### src/rtl/hr_step_pkg.sv
// Shared constants, sample record and saturating helper for the heart-rate /
// step sampler front-end.
package hr_step_pkg;

  localparam int BPM_SCALE  = 15;   // 4-window beat sum -> beats per minute
  localparam int HIST_DEPTH = 4;    // windows in the rolling heart-rate estimate
  localparam int CNT_W      = 3;    // per-window pulse counter width
  localparam int STEP_MAX   = 3;    // largest reportable steps per second
  localparam int BPM_MAX    = 255;  // largest reportable BPM

  localparam int SUM_W      = 5;    // 4 x 7 = 28 fits in 5 bits
  localparam int PROD_W     = 9;    // 15 x 28 = 420 fits in 9 bits
  localparam int HR_W       = 8;
  localparam int STEPS_W    = 2;
  localparam int STRIDE_W   = 8;

  typedef struct packed {
    logic [HR_W-1:0]     hr;
    logic [STEPS_W-1:0]  steps;
    logic [STRIDE_W-1:0] stride;
  } sample_t;

  // Increment a pulse counter, sticking at all-ones instead of wrapping.
  function automatic logic [CNT_W-1:0] sat_inc(input logic [CNT_W-1:0] value,
                                                input logic inc);
    if (inc && (value != {CNT_W{1'b1}}))
      return value + CNT_W'(1);
    return value;
  endfunction

endpackage

### src/rtl/hr_step_sampler_pulse_conditioner.sv
// Conditions one asynchronous sensor level: two-flop synchronizer, level
// debounce, and a one-cycle pulse on each accepted rising level.
module pulse_conditioner #(
  parameter int DEBOUNCE = 4
) (
  input  logic clk,
  input  logic rst,
  input  logic raw,
  output logic edge_pulse
);

  localparam int CW = (DEBOUNCE > 1) ? $clog2(DEBOUNCE) : 1;
  localparam logic [CW-1:0] CNT_LAST = CW'(DEBOUNCE - 1);

  logic          sync1_reg;
  logic          sync2_reg;
  logic          level_reg;
  logic          edge_reg;
  logic [CW-1:0] cnt_reg;

  // Bring the raw level into the clock domain.
  always_ff @(posedge clk) begin
    if (rst) begin
      sync1_reg <= 1'b0;
      sync2_reg <= 1'b0;
    end else begin
      sync1_reg <= raw;
      sync2_reg <= sync1_reg;
    end
  end

  // Accept a new level after DEBOUNCE consecutive differing cycles; the edge
  // pulse is registered together with the level so it lines up exactly.
  always_ff @(posedge clk) begin
    if (rst) begin
      level_reg <= 1'b0;
      edge_reg  <= 1'b0;
      cnt_reg   <= '0;
    end else begin
      edge_reg <= 1'b0;
      if (sync2_reg != level_reg) begin
        if (cnt_reg == CNT_LAST) begin
          level_reg <= sync2_reg;
          edge_reg  <= sync2_reg;
          cnt_reg   <= '0;
        end else begin
          cnt_reg <= cnt_reg + CW'(1);
        end
      end else begin
        cnt_reg <= '0;
      end
    end
  end

  assign edge_pulse = edge_reg;

endmodule

### src/rtl/hr_step_sampler.sv
// Sensor front-end: counts conditioned heartbeat and footstep pulses over
// fixed windows and publishes one registered sample per window.
module hr_step_sampler
  import hr_step_pkg::*;
#(
  parameter int TICKS_PER_SEC = 1000,
  parameter int DEBOUNCE      = 4
) (
  input  logic                clk,
  input  logic                rst,
  input  logic                enable,
  input  logic                beat_raw,
  input  logic                step_raw,
  input  logic [STRIDE_W-1:0] stride_cfg,
  output logic [HR_W-1:0]     hr_input,
  output logic [STEPS_W-1:0]  steps_per_second,
  output logic [STRIDE_W-1:0] stride_length,
  output logic                valid_input,
  output logic                hr_warm,
  output logic                step_sat
);

  localparam int TICK_W = $clog2(TICKS_PER_SEC);
  localparam logic [TICK_W-1:0] TICK_LAST = TICK_W'(TICKS_PER_SEC - 1);

  logic beat_edge;
  logic step_edge;

  pulse_conditioner #(.DEBOUNCE(DEBOUNCE)) u_beat_cond (
    .clk        (clk),
    .rst        (rst),
    .raw        (beat_raw),
    .edge_pulse (beat_edge)
  );

  pulse_conditioner #(.DEBOUNCE(DEBOUNCE)) u_step_cond (
    .clk        (clk),
    .rst        (rst),
    .raw        (step_raw),
    .edge_pulse (step_edge)
  );

  logic [TICK_W-1:0] tick_reg;
  logic [CNT_W-1:0]  beat_cnt_reg;
  logic [CNT_W-1:0]  step_cnt_reg;
  logic [CNT_W-1:0]  hist_reg [HIST_DEPTH];
  logic [1:0]        win_done_reg;
  sample_t           sample_reg;
  logic              valid_reg;
  logic              warm_reg;
  logic              step_sat_reg;

  logic              boundary;
  logic [CNT_W-1:0]  beat_next;
  logic [CNT_W-1:0]  step_next;
  logic [SUM_W-1:0]  hist_sum;
  logic [PROD_W-1:0] bpm_raw;
  sample_t           sample_next;

  // Closing-window counts (including a same-cycle edge) and the sample they form.
  always_comb begin
    boundary  = enable && (tick_reg == TICK_LAST);
    beat_next = sat_inc(beat_cnt_reg, beat_edge && enable);
    step_next = sat_inc(step_cnt_reg, step_edge && enable);
    // Sum of the history as it will be after the shift.
    hist_sum  = SUM_W'(beat_next);
    for (int i = 0; i < HIST_DEPTH - 1; i++)
      hist_sum = hist_sum + SUM_W'(hist_reg[i]);
    bpm_raw = PROD_W'(BPM_SCALE) * PROD_W'(hist_sum);
    sample_next.hr     = (bpm_raw > PROD_W'(BPM_MAX)) ? HR_W'(BPM_MAX) : bpm_raw[HR_W-1:0];
    sample_next.steps  = (step_next > CNT_W'(STEP_MAX)) ? STEPS_W'(STEP_MAX)
                                                        : step_next[STEPS_W-1:0];
    sample_next.stride = stride_cfg;
  end

  // Window counter, pulse counters, history and sample registers.
  always_ff @(posedge clk) begin
    if (rst) begin
      tick_reg     <= '0;
      beat_cnt_reg <= '0;
      step_cnt_reg <= '0;
      for (int i = 0; i < HIST_DEPTH; i++)
        hist_reg[i] <= '0;
      win_done_reg <= '0;
      sample_reg   <= '0;
      valid_reg    <= 1'b0;
      warm_reg     <= 1'b0;
      step_sat_reg <= 1'b0;
    end else begin
      valid_reg <= 1'b0;
      if (boundary) begin
        tick_reg     <= '0;
        hist_reg[0]  <= beat_next;
        for (int i = 1; i < HIST_DEPTH; i++)
          hist_reg[i] <= hist_reg[i-1];
        sample_reg   <= sample_next;
        step_sat_reg <= (step_next > CNT_W'(STEP_MAX));
        valid_reg    <= 1'b1;
        beat_cnt_reg <= '0;
        step_cnt_reg <= '0;
        if (win_done_reg != 2'd3)
          win_done_reg <= win_done_reg + 2'd1;
        else
          warm_reg <= 1'b1;
      end else if (enable) begin
        tick_reg     <= tick_reg + TICK_W'(1);
        beat_cnt_reg <= beat_next;
        step_cnt_reg <= step_next;
      end
    end
  end

  assign hr_input         = sample_reg.hr;
  assign steps_per_second = sample_reg.steps;
  assign stride_length    = sample_reg.stride;
  assign valid_input      = valid_reg;
  assign hr_warm          = warm_reg;
  assign step_sat         = step_sat_reg;

endmodule

### config.mk
export PLATFORM = sky130hd
export DESIGN_NAME = hr_step_sampler
export DESIGN_NICKNAME = d
export VERILOG_FILES = /design/src/rtl/hr_step_pkg.sv /design/src/rtl/hr_step_sampler_pulse_conditioner.sv /design/src/rtl/hr_step_sampler.sv
export SDC_FILE = /design/constraint.sdc
export NUM_CORES = 1
export LEC_CHECK = 0
export CORE_MARGIN = 1
export CORE_UTILIZATION = 58
export CTS_BUF_LIST = sky130_fd_sc_hd__clkbuf_8
export DETAILED_ROUTE_END_ITERATION = 8
export PLACE_DENSITY = 0.82
export SLEW_MARGIN = 10
export SYNTH_ARGS = -nofsm -noshare
export SYNTH_HDL_FRONTEND = slang
export SYNTH_SLANG_ARGS = --single-unit
### constraint.sdc
create_clock -name clk -period 6.15 [get_ports clk]
set_input_delay 0.9225 -clock clk [delete_from_list [all_inputs] [get_ports clk]]
set_output_delay 0.9225 -clock clk [all_outputs]
set_load 0.1 [all_outputs]
Yosys cells after proc, flatten, opt, wreduce, memory -nomap -nowiden:

Memories as Yosys holds them, arrays and structs flattened.
Index checks and enable logic that the tools add are counted.

* register bits: 51
* bits in writable memories: 12
* input port bits: 13
* output and inout bits: 21
* memories kept: 1

Memories
* hist_reg: words 4, bits a word 3, rd ports 3, clocked after memory_dff 0, wr ports 4, line hr_step_sampler.sv:46 `logic [CNT_W-1:0] hist_reg [HIST_DEPTH];`

* $add $sub $neg: 9
* multipliers: 1
* magnitude comparators: 2
* equality and inequality tests: 8
* muxes and demuxes: 17
* bitwise gates (word level): 9
* reduce and logical (&&, ||, !) cells: 14

Operator list (number)
* 3-bit 2-to-1 mux: 8
* 3-bit OR reduction: 4
* 10-bit by 1-bit adder with 10-bit output, second input constant: 1
* 10-bit == test, second input constant: 1
* 9-bit by 8-bit greater-than comparator with 1-bit output, second input constant: 1
* 4-bit by 5-bit multiplier with 9-bit output, first input constant: 1
* 8-bit 2-to-1 mux: 1
* 2-bit AND reduction: 4
* 1-bit 2-to-1 mux: 7
* 2-bit by 1-bit adder with 2-bit output, second input constant: 3
* 3-bit by 1-bit adder with 3-bit output, second input constant: 2
* 3-bit inequality test, second input constant: 2
* 4-bit by 3-bit adder with 5-bit output: 1
* 5-bit by 3-bit adder with 5-bit output: 1
* 1-bit logical AND: 5
* 1-bit NOT: 5
* 3-bit by 3-bit adder with 4-bit output: 1
* 2-bit == test, second input constant: 2
* 1-bit OR: 4
* 3-bit by 2-bit greater-than comparator with 1-bit output, second input constant: 1
* 2-bit 2-to-1 mux: 1
* 1-bit inequality test: 2
* 2-bit inequality test, second input constant: 1
* 2-bit OR reduction: 1

Logic depth before layout (Yosys ltp):

* depth in word-level cells: 10
* depth in mapped cells: 20

Hierarchy:

From an unflattened synthesis, not the netlist that was laid out.

* cell total of the unflattened synthesis: 275
* area, all modules: 2887.8 um^2

Modules (own cells, without submodules)
* hr_step_sampler: times used 1, cells each 245, area an instance 2484.9 um^2
* pulse_conditioner: times used 2, cells each 15, area an instance 201.4 um^2

Worst setup path before layout:

OpenSTA, ideal clock, no wires.

* path type: input to register
* from: input enable
* to: register sample_reg, in the netlist hr_input[4]
* data arrival time: 5.569 ns
* data required time: 6.012 ns
* slack: 0.443 ns
* stages: 16
* path buffers: 1
* path through: buf_4 > nand3b_1 > mux2i_1 > inv_1 > fa_1 > fa_1 > ha_1 > fa_1 > fa_1 > fa_1 > fa_1 > a21oi_2 > o31ai_2 > a21oi_2 > xor2_2 > a311oi_1

* longest elaborated chain between the ends: 10
* elaborated cells on any way between the ends: 11
* classes of those cells: 3 x add/sub; 1 x mul; 1 x order compare; 3 x mux; 3 x reduce/logical

Ends and longest elaborated chain
* start: declaration: line hr_step_sampler.sv:11 `input logic enable,`
* 1-bit logical AND *: line hr_step_sampler.sv:63 `beat_next = sat_inc(beat_cnt_reg, beat_edge && enable);`
* 1-bit logical AND *: line hr_step_pkg.sv:26 `if (inc && (value != {CNT_W{1'b1}}))`
* 1-bit 2-to-1 mux *: line hr_step_pkg.sv:26
* 3-bit 2-to-1 mux *: line hr_step_pkg.sv:28 `return value;`
* via beat_next[1]: line hr_step_sampler.sv:54 `logic [CNT_W-1:0] beat_next;`
* 3-bit by 3-bit adder with 4-bit output *: line hr_step_sampler.sv:68 `hist_sum = hist_sum + SUM_W'(hist_reg[i]);`
* 4-bit by 3-bit adder with 5-bit output *: line hr_step_sampler.sv:68
* 5-bit by 3-bit adder with 5-bit output *: line hr_step_sampler.sv:68
* 4-bit by 5-bit multiplier with 9-bit output *: line hr_step_sampler.sv:69 `bpm_raw = PROD_W'(BPM_SCALE) * PROD_W'(hist_sum);`
* 9-bit by 8-bit greater-than comparator with 1-bit output: line hr_step_sampler.sv:70 `sample_next.hr = (bpm_raw > PROD_W'(BPM_MAX)) ? HR_W'(BPM_MAX) : bpm_raw[HR_W-1:0];`
* 8-bit 2-to-1 mux *: line hr_step_sampler.sv:70
* end signal: assignment: line hr_step_sampler.sv:96 `sample_reg <= sample_next;`
* end: declaration: line hr_step_sampler.sv:48 `sample_t sample_reg;`

Mark *: on every way through the listed nets, which the timed path passes. The rest lies on a longest branch.
A chain may end at the register's enable or synchronous reset.

Worst setup path in the final report:

* from: input enable
* to: register sample_reg, in the netlist hr_input[7]

The elaborated chain is that of the path after synthesis.

==> out/metrics.cfg <==
[finish]
ff_latch_area_mm2 = 0.00129
largest_reg_flops = 10
mostFrequentLayoutCell = dfxtp_1
instances_no_fill = 398
fillers = 321
drive_gt1_frac = 0.0906
final_area_mm2 = 0.00355
nets = 374
layout_common_cells = dfxtp_1 (51), nor2_1 (44), clkdlybuf4s50_1 (33)
multi_input_area_mm2 = 0.00152
diodes = 0
area_growth_pct = 21.6

[sta]
slew_violations = 0
fin_ws_ns = 0.253
finalCriticalPeriod_ns = 5.90
tightestPinTransition_ns = 1.04
final.period_utilization = 0.959
rsz0062_at_grt = false
finalSetupViolCount = 0
fmax_mhz = 170
hold_viol = 0
finalClockSkew_ns = 0.00878
maxSlewHeadroom = 0.304

[logic_synthesis]
synth_edf_count = 9
synth_top_cell_area_share = 0.350
syn_area_mm2 = 0.00292
yosys_warnings = 0
synth_top_cell_by_area = dfxtp_1
yosysSeqAreaShare = 0.442
synth.distinct_cells = 39
ys_top_cells_by_area = dfxtp_1 (35%), ha_1 (11%), edfxtp_1 (9.3%)
async_flop_share = 0
syn-num-nets = 333
avgSynthCellArea_um2 = 10.2
synth_ff_type = dfxtp_1
synth_seq_cells = 60
syn-instance-count = 285

[power]
vdd_ir_drop_max_uv = 209
powerDensity_mw_per_mm2 = 377
leakagePower_nw = 1.47

[place]
dpl-instance-area_mm2 = 0.00332
pre_cts_slack_ns = -0.116
place.gp.congestion = 0.945
io_buffers = 33
dp_hpwl_um = 3860
dp.cells = 382

[setup_path]
critPathMaxFanout = 8
critPathKind = primary input to flop
crit_start = enable
reg2reg_from = beat_cnt_reg[0]
start_kind = primary input
ff2ff_path_depth = 19
timing.critical_path.arrival_ns = 6.07
end_kind = flop
crit_required_ns = 6.33

[clock_network]
insertion_delay_ns = 0.34
cts_max_path_buffers = 2
cts_tree = yes
ctsRootBufferMaster = clkbuf_8
post_cts_hold_buffer_count = 0
path_clk_slew_ns = 0.07
cts.sinks = 60
h-tree-depth = 3
cts_buffers = 9

[worst_hold_path]
hp-start = u_step_cond.cnt_reg[0]
min_path_cells = 1
worst_hold_path_type = flop to flop

[floorplanning]
die_w_um = 72.9
rows = 25
core_area_mm2 = 0.00479
num_io_pins = 34
start_util = 0.610
dieArea_mm2 = 0.00532
die_height_um = 72.9

[global_routing]
grt_pass1_vias = 2007
overflow = 0
antenna_found_initial = 0
grt_pass1_wl_um = 9150
grt_max_degree = 41
track_usage = 0.237

[routing]
drc = 0
drt_iter0_markers = 59
drt-vias-per-instance = 5.30
drtPass1Iterations = 4
num_vias = 2110
drtAntennaViolNets = 0
wl_per_cell_um = 14.4
routed_wl_um = 5720

[run_status]
status = finished clean

[flow_run]
maxCapViolations = 0

report_power, final:
group / leakage [nW] / switching [mW] / internal (mW)
registers: 0.497 / 0.00396 / 0.404
clock network: 0.114 / 0.166 / 0.230
logic: 0.863 / 0.297 / 0.238
path summary, 6_finish.rpt:
check	endpoint	slack, ns
worst max-delay path	hr_input[7]	0.25
worst min-delay path	u_step_cond.cnt_reg[0]	0.43
worst max register to register	hr_input[7]	0.55
worst min register to register	u_step_cond.cnt_reg[0]	0.43
logic make-up after synthesis:
group	count (synthesis)	share of synthesized area
muxes	7	0.0244
AOI/OAI and AO/OA	38	0.0883
DFF	60	0.442
adders and majority gates	35	0.176
and+or+nand+nor	100	0.159
buffers and inverters	23	0.0411
xor gates and xnor gates	22	0.0686
cell type report:
| class | count | area share |
|---|---|---|
| Multi-Input combinational cell | 202 | 0.428 |
| Sequential cell | 60 | 0.364 |
| Timing Repair Buffer | 41 | 0.110 |
| Clock buffer | 9 | 0.0349 |
| Clock inverter | 7 | 0.0275 |
| Tap cell | 67 | 0.0236 |
| Inverter | 12 | 0.0127 |
worst max-delay path, stage by stage:
cell	delay, ns
clkdlybuf4s50_1	0.50
nand3b_1	0.12
mux2i_1	0.21
inv_1	0.09
fa_1	0.48
fa_1	0.50
ha_1	0.25
fa_1	0.49
buf_4	0.18
ha_1	0.32
xnor2_1	0.24
fa_1	0.46
ha_1	0.38
a21oi_2	0.21
o31ai_2	0.08
a21oi_2	0.23
xor2_4	0.27
a311oi_1	0.13
layer usage:
| metal | GRT usage | up-vias | wire, µm | share of wire |
|---|---|---|---|---|
| met1 | 0.275 | 996 | 2500 | 0.44 |
| met2 | 0.394 | 47 | 2860 | 0.50 |
| met3 | 0.0760 | 22 | 193 | 0.034 |
| met5 | 0 | - | 0 | 0 |
| met4 | 0.124 | 0 | 177 | 0.031 |
| li1 | - | 1045 | - | - |
timing repair:
item,4_1_cts,5_1_grt
gates resized for setup,0,1
endpoints found under the setup margin,0,4
buffers inserted,0,0
synth_stat cells, types with 3 or more instances:
library cell	instances
nand2_1	25
fa_1	10
a21oi_1	14
ha_1	25
xnor2_1	12
inv_1	12
nor3_1	6
mux2i_1	6
a211oi_1	6
xor2_1	9
and2_1	4
nor2_1	44
dfxtp_1	51
edfxtp_1	9
clkbuf_1	4
nand4_1	3
nor2b_1	5
a21o_1	5
a311oi_1	4
through the flow:
step	setup TNS [ns]	power, mW	util	hold WS (ns)
finish	0	1.34	0.742	0.428
CTS	0	1.34	0.740	0.426
global route	0	1.43	0.742	0.451
floorplan	0	0.817	-	0.397
detailed placement	-0.608	0.933	0.693	0.411
global placement	0	0.916	0.693	0.406
No activity file was read; power rests on OpenSTA's default activity.
